`config.mk`:
```
export PLATFORM = sky130hd
export DESIGN_NAME = mdu_sequencer
export DESIGN_NICKNAME = d
export VERILOG_FILES = /design/src/rtl/mdu_sequencer.sv
export SDC_FILE = /design/constraint.sdc
export NUM_CORES = 1
export LEC_CHECK = 0
export CAP_MARGIN = 30
export CELL_PAD_IN_SITES_DETAIL_PLACEMENT = 1
export CELL_PAD_IN_SITES_GLOBAL_PLACEMENT = 1
export CORE_MARGIN = 2
export CORE_UTILIZATION = 25
export DETAILED_ROUTE_END_ITERATION = 12
export PLACE_DENSITY = 0.56
export SETUP_SLACK_MARGIN = 0.5
export SLEW_MARGIN = 40
export SYNTH_ARGS = -nofsm -noshare
export SYNTH_HDL_FRONTEND = slang
export SYNTH_SLANG_ARGS = --single-unit
```
`constraint.sdc`:
```
create_clock -name clk -period 4.1 [get_ports clk]
set_clock_uncertainty 0.2 [all_clocks]
set_input_delay 0.82 -clock clk [delete_from_list [all_inputs] [get_ports clk]]
set_output_delay 0.82 -clock clk [all_outputs]
set_load 0.1 [all_outputs]
```
`src/rtl/mdu_sequencer.sv`:
```
// Iterative multiply/divide unit with architectural HI/LO registers.
// Multiply uses one shift-add step per cycle (LSB first); divide uses one
// restoring shift-subtract step per cycle (MSB first). Signed ops work on
// magnitudes, and the sign is reapplied in the FIX cycle.
module mdu_sequencer (
  input  logic        clk,
  input  logic        reset,
  input  logic        start,
  input  logic [2:0]  op,
  input  logic [31:0] a,
  input  logic [31:0] b,
  input  logic        flush,
  output logic        busy,
  output logic        done,
  output logic        dbz,
  output logic [31:0] hi,
  output logic [31:0] lo
);

  typedef enum logic [1:0] {
    S_IDLE,
    S_ITER,
    S_FIX
  } state_e;

  typedef enum logic [2:0] {
    OP_MULT  = 3'b000,
    OP_MULTU = 3'b001,
    OP_DIV   = 3'b010,
    OP_DIVU  = 3'b011,
    OP_MTHI  = 3'b100,
    OP_MTLO  = 3'b101
  } op_e;

  state_e      state_q, state_d;
  logic [4:0]  cnt_q, cnt_d;
  logic        is_div_q, is_div_d;
  logic        qneg_q, qneg_d;      // product sign (mult) or quotient sign (div)
  logic        rneg_q, rneg_d;      // remainder sign = dividend sign
  logic [31:0] acc_hi_q, acc_hi_d;  // partial product high / partial remainder
  logic [31:0] acc_lo_q, acc_lo_d;  // multiplier bits / dividend-quotient bits
  logic [31:0] opnd_q, opnd_d;      // multiplicand / divisor magnitude
  logic [31:0] hi_q, hi_d;
  logic [31:0] lo_q, lo_d;
  logic        busy_q, busy_d;
  logic        done_q, done_d;
  logic        dbz_q, dbz_d;

  logic        signed_op;
  logic        op_valid;
  logic        accept;
  logic [31:0] a_mag;
  logic [31:0] b_mag;
  logic [32:0] mul_sum;
  logic [32:0] div_sh;
  logic        div_ge;
  logic [31:0] div_diff;
  logic [63:0] prod_mag;
  logic [63:0] prod_fix;
  logic [31:0] quo_fix;
  logic [31:0] rem_fix;

  // Operand conditioning and one iteration step of each datapath.
  always_comb begin
    signed_op = (op == OP_MULT) || (op == OP_DIV);
    op_valid  = (op[2:1] != 2'b11);
    accept    = (state_q == S_IDLE) && start && !flush && op_valid;
    a_mag     = (signed_op && a[31]) ? (~a + 32'd1) : a;
    b_mag     = (signed_op && b[31]) ? (~b + 32'd1) : b;

    mul_sum   = {1'b0, acc_hi_q} + (acc_lo_q[0] ? {1'b0, opnd_q} : 33'd0);

    div_sh    = {acc_hi_q, acc_lo_q[31]};
    div_ge    = (div_sh >= {1'b0, opnd_q});
    // The true difference is below the divisor, so 32 bits hold it exactly.
    div_diff  = div_sh[31:0] - opnd_q;

    prod_mag  = {acc_hi_q, acc_lo_q};
    prod_fix  = qneg_q ? (~prod_mag + 64'd1) : prod_mag;
    quo_fix   = qneg_q ? (~acc_lo_q + 32'd1) : acc_lo_q;
    rem_fix   = rneg_q ? (~acc_hi_q + 32'd1) : acc_hi_q;
  end

  // Next-state and next-output logic for the sequencer.
  always_comb begin
    state_d  = state_q;
    cnt_d    = cnt_q;
    is_div_d = is_div_q;
    qneg_d   = qneg_q;
    rneg_d   = rneg_q;
    acc_hi_d = acc_hi_q;
    acc_lo_d = acc_lo_q;
    opnd_d   = opnd_q;
    hi_d     = hi_q;
    lo_d     = lo_q;
    done_d   = 1'b0;
    dbz_d    = 1'b0;

    unique case (state_q)
      S_IDLE: begin
        if (accept) begin
          if (op == OP_MTHI) begin
            hi_d   = a;
            done_d = 1'b1;
          end else if (op == OP_MTLO) begin
            lo_d   = a;
            done_d = 1'b1;
          end else if (op[1] && (b == '0)) begin
            hi_d   = a;
            lo_d   = '1;
            done_d = 1'b1;
            dbz_d  = 1'b1;
          end else begin
            state_d  = S_ITER;
            cnt_d    = '0;
            is_div_d = op[1];
            acc_hi_d = '0;
            acc_lo_d = a_mag;
            opnd_d   = b_mag;
            qneg_d   = signed_op && (a[31] ^ b[31]);
            rneg_d   = signed_op && a[31];
          end
        end
      end

      S_ITER: begin
        if (flush) begin
          state_d = S_IDLE;
        end else begin
          if (is_div_q) begin
            acc_hi_d = div_ge ? div_diff : div_sh[31:0];
            acc_lo_d = {acc_lo_q[30:0], div_ge};
          end else begin
            acc_hi_d = mul_sum[32:1];
            acc_lo_d = {mul_sum[0], acc_lo_q[31:1]};
          end
          cnt_d = cnt_q + 5'd1;
          if (cnt_q == 5'd31) begin
            state_d = S_FIX;
          end
        end
      end

      S_FIX: begin
        state_d = S_IDLE;
        if (!flush) begin
          if (is_div_q) begin
            hi_d = rem_fix;
            lo_d = quo_fix;
          end else begin
            hi_d = prod_fix[63:32];
            lo_d = prod_fix[31:0];
          end
          done_d = 1'b1;
        end
      end

      default: begin
        state_d = S_IDLE;
      end
    endcase

    busy_d = (state_d != S_IDLE);
  end

  // State and registered outputs; reset clears everything asynchronously.
  always_ff @(posedge clk or negedge reset) begin
    if (!reset) begin
      state_q  <= S_IDLE;
      cnt_q    <= '0;
      is_div_q <= 1'b0;
      qneg_q   <= 1'b0;
      rneg_q   <= 1'b0;
      acc_hi_q <= '0;
      acc_lo_q <= '0;
      opnd_q   <= '0;
      hi_q     <= '0;
      lo_q     <= '0;
      busy_q   <= 1'b0;
      done_q   <= 1'b0;
      dbz_q    <= 1'b0;
    end else begin
      state_q  <= state_d;
      cnt_q    <= cnt_d;
      is_div_q <= is_div_d;
      qneg_q   <= qneg_d;
      rneg_q   <= rneg_d;
      acc_hi_q <= acc_hi_d;
      acc_lo_q <= acc_lo_d;
      opnd_q   <= opnd_d;
      hi_q     <= hi_d;
      lo_q     <= lo_d;
      busy_q   <= busy_d;
      done_q   <= done_d;
      dbz_q    <= dbz_d;
    end
  end

  assign busy = busy_q;
  assign done = done_q;
  assign dbz  = dbz_q;
  assign hi   = hi_q;
  assign lo   = lo_q;

endmodule

```
==> summary.md <==
| Metric | Value |
|---|---|
| Fillers | `7,131` |
| H-tree Lvls | `4` |
| Largest cells by area after synthesis | `dfrtp_1 (29%), o21ai_0 (7.8%), nand2_1 (6.5%)` |
| Final #Nets | `2,211` |
| Final worst slack | `0.5442 ns` |
| FF-to-FF Start | `acc_lo_q[5]` |
| Final global-route overflow total | `0` |
| Compound-cell area share of the yosys netlist | `26.33%` |
| Simple-Gate Fraction of Synth Area | `19.64%` |
| Ys flop type | `dfrtp_1` |
| Via density | `5.234` |
| Diode count | `0` |
| Setup CP Type | `flip-flop to flip-flop` |
| CP Capture Type | `flip-flop` |
| DIE AREA | `61,150 um^2` |
| Aggregate routed wire length | `60.39 mm` |
| GPL Wtd Cong | `0.8847` |
| Die X | `247.3 um` |
| Root buffer cell | `clkbuf_16` |
| Layout cell share with drive strength beyond 1 | `16.10%` |
| MaxCap Viol Count | `0` |
| Cell family with most CP delay | `simple AND/OR/NAND/NOR gates` |
| # port buffers | `137` |
| Critical R2R Capture | `hi[28]` |
| Cells after Synth | `1,918` |
| EDFF count, synth | `0` |
| Worst-skew pair later-pin latency | `0.51 ns` |
| Final Hold Fails | `0` |
| CP peak stage delay | `0.59 ns` |
| Crit. Startpoint | `acc_lo_q[5]` |
| Headroom to the max-slew limit | `45.49%` |
| R2R Setup Slk | `0.54 ns` |
| Starting Density | `25.17%` |
| Final core utilization | `31.31%` |
| Most common cell on crit path | `or4_4` |
| Core area | `58,800 um^2` |
| Data required, critical path | `4.28 ns` |
| Synth unique cells | `79` |
| Setup crit start kind | `flip-flop` |
| Min-delay worst type | `input port to asynchronous set/reset pin` |
| Leading area contributor after synthesis | `dfrtp_1` |
| Post-Synth Adder-Cell Area | `6.190%` |
| Area share of the largest cell type after synthesis | `29.26%` |
| Syn avg cell area | `7.715 um^2` |
| Post-synthesis mux area share | `3.805%` |
| Clk sinks | `173` |
| Post-Place Cells | `2,798` |
| Drt initial violations | `977` |
| Xor/xnor share of the synthesized area | `10.12%` |
| R2R depth | `10` |
| Pwr per Cell Area | `728.7 nW/um^2` |
| Worst setup path end | `hi[28]` |
| GR Util All Layers | `19.73%` |
| Total number of vias | `14.94k` |
| Post-synthesis sequential area ratio | `29.26%` |
| HPWL after DPL | `46.52 mm` |
| Worst path bufs/invs | `1` |
| Unrepaired setup endpoints after global routing | `true` |
| Slew @ Worst Pin | `0.8156 ns` |
| VDD IR max | `375.8 uV` |
| Die H | `247.3 um` |
| Period utilisation layout | `86.73%` |
| Max frequency | `281.2 MHz` |
| Synth Cell Area | `14,800 um^2` |
| Max-slew violations | `0` |
| Async SR Flop Fraction | `100.0%` |
| Post-route ant nets | `0` |
| Rows | `89` |
| Lkg Pwr | `0.007877 uW` |
| Post-synthesis register bit count | `173` |
| First-pass GRT wire length | `92.15 mm` |
| CP max FO | `8` |
| CTS Buf Count | `17` |
| Hold_ws | `0.1701 ns` |
| Minimum clock period | `3.556 ns` |
| Post-Layout Cell Count | `2,854` |
| CTS tree | `done` |
| CP max-delay cell | `or4_4` |
| Syn Nets | `2,061` |
| Largest family of logic cells by synthesized area | `compound AO/OA/AOI/OAI gates` |
| DR pass1 iterations | `5` |
| Vias in the first global route | `15.16k` |
| Crit. path cell count | `10` |
| Clk buf depth | `2` |
| Layout Area Growth over Synthesis | `24.40%` |
| DRC | `0` |
| Critical Path, Cell by Cell | `or4_4 -> or4_4 -> nor3b_4 -> buf_4 -> nand3_4 -> or3_1 -> o311a_1 -> xor2_1 -> mux2i_1 -> o21ai_1` |
| Data arrival, critical path | `3.74 ns` |
| Antenna violations before repair | `2` |
| Outcome | `completed` |
| WL per Instance | `21.16 um` |
| Worst slack, placed | `-0.01015 ns` |
| Number of I/O pins | `138` |
| Pin count of the biggest net entering global routing | `71` |
| CTS clk-pin slew, worst paths | `0.08 ns` |
| Final setup viols | `0` |
| Yosys Warn Count | `0` |
final cells by class:
class	count	area (um^2)	share of cell area [%]
multi-input combinational	1564	10250	55.69
sequential	173	4338	23.57
timing repair buffer	251	2059	11.19
tap	773	967.2	5.255
clock buffer	18	439.2	2.386
inverter	61	229.0	1.244
clock inverter	14	123.9	0.6730
report_power, final:
group / switching (uW) / internal (uW) / leakage [uW] / total [uW]
combinational: 5780 / 3090 / 0.00543 / 8860
clock: 872 / 813 / 0.000268 / 1690
sequential: 664 / 2200 / 0.00218 / 2860
per-stage QoR:
stage	power, uW	area [um^2]	setup TNS, ns
2_1_floorplan	8597	14800	0
3_3_place_gp	11120	17500	-0.01342
3_5_place_dp	11100	17160	-0.02143
4_1_cts	12920	17870	0
5_1_grt	14340	18410	0
6_report	13410	18410	0
kinds of logic (layout without fill, tap and decap cells):
logic type / count (synthesis) / after routing
buffers and inverters: 181 / 344
muxes: 56 / 56
DFF: 173 / 173
AOI/OAI and AO/OA: 637 / 637
adders and majority gates: 72 / 72
and+or+nand+nor: 628 / 628
xor gates and xnor gates: 171 / 171
flip-flops by register name (all words and copies together), names as in the netlist:
name / count
opnd_q: 32
acc_lo_q: 32
done: 1
busy: 1
lo: 32
hi: 32
dbz: 1
rneg_q: 1
qneg_q: 1
state_q: 2
is_div_q: 1
acc_hi_q: 32
cnt_q: 5
cells in the final DEF, fill, tap and decap left out, drive strengths merged, types with 18 or more instances in the layout:
cell type	synthesis	routed
mux2i	54	54
inv	59	67
nand3	35	35
dfrtp	173	173
nand2b	25	25
nand2	256	256
buf	21	179
o22ai	35	35
xnor2	108	108
a21o	41	41
a21oi	148	148
a211oi	20	20
nor4	18	18
clkdlybuf4s50	0	69
ha	70	70
nor2	162	162
o31ai	29	29
clkbuf	99	21
o21ai	233	233
nor3	38	38
xor2	63	63
what timing repair did:
item / 4_1_cts / 5_1_grt
endpoints found under the setup margin: 26 / 62
gates cloned: 0 / 2
hold buffers: 0 / 0
pin swaps: 7 / 23
resized for setup: 27 / 83
buffers inserted: 6 / 16
Yosys cell counts, drive strengths merged (20+ instances only):
cell	n
a211oi	20
a21o	41
a21oi	148
buf	21
clkbuf	99
dfrtp	173
ha	70
inv	59
mux2i	54
nand2	256
nand2b	25
nand3	35
nor2	162
nor3	38
o21ai	233
o22ai	35
o31ai	29
xnor2	108
xor2	63
per-layer routing:
metal	wire [um]	up-vias	track usage, %
met5	0	-	0
li1	-	7188	-
met4	1403	0	6.182
met3	2183	70	2.670
met1	28570	7363	26.92
met2	28230	317	32.14
worst min-delay path by stage:
stage	from	end	slack [ns]	cells past startpoint
after floorplan	opnd_q[21]	opnd_q[21]	0.25	2
after global placement	opnd_q[21]	opnd_q[21]	0.26	2
after detailed placement	lo[20]	lo[20]	0.27	2
after CTS	reset	acc_lo_q[9]	0.17	1
after global routing	reset	acc_lo_q[11]	0.20	1
final	reset	acc_lo_q[5]	0.17	1
No activity file was read; power rests on OpenSTA's default activity.
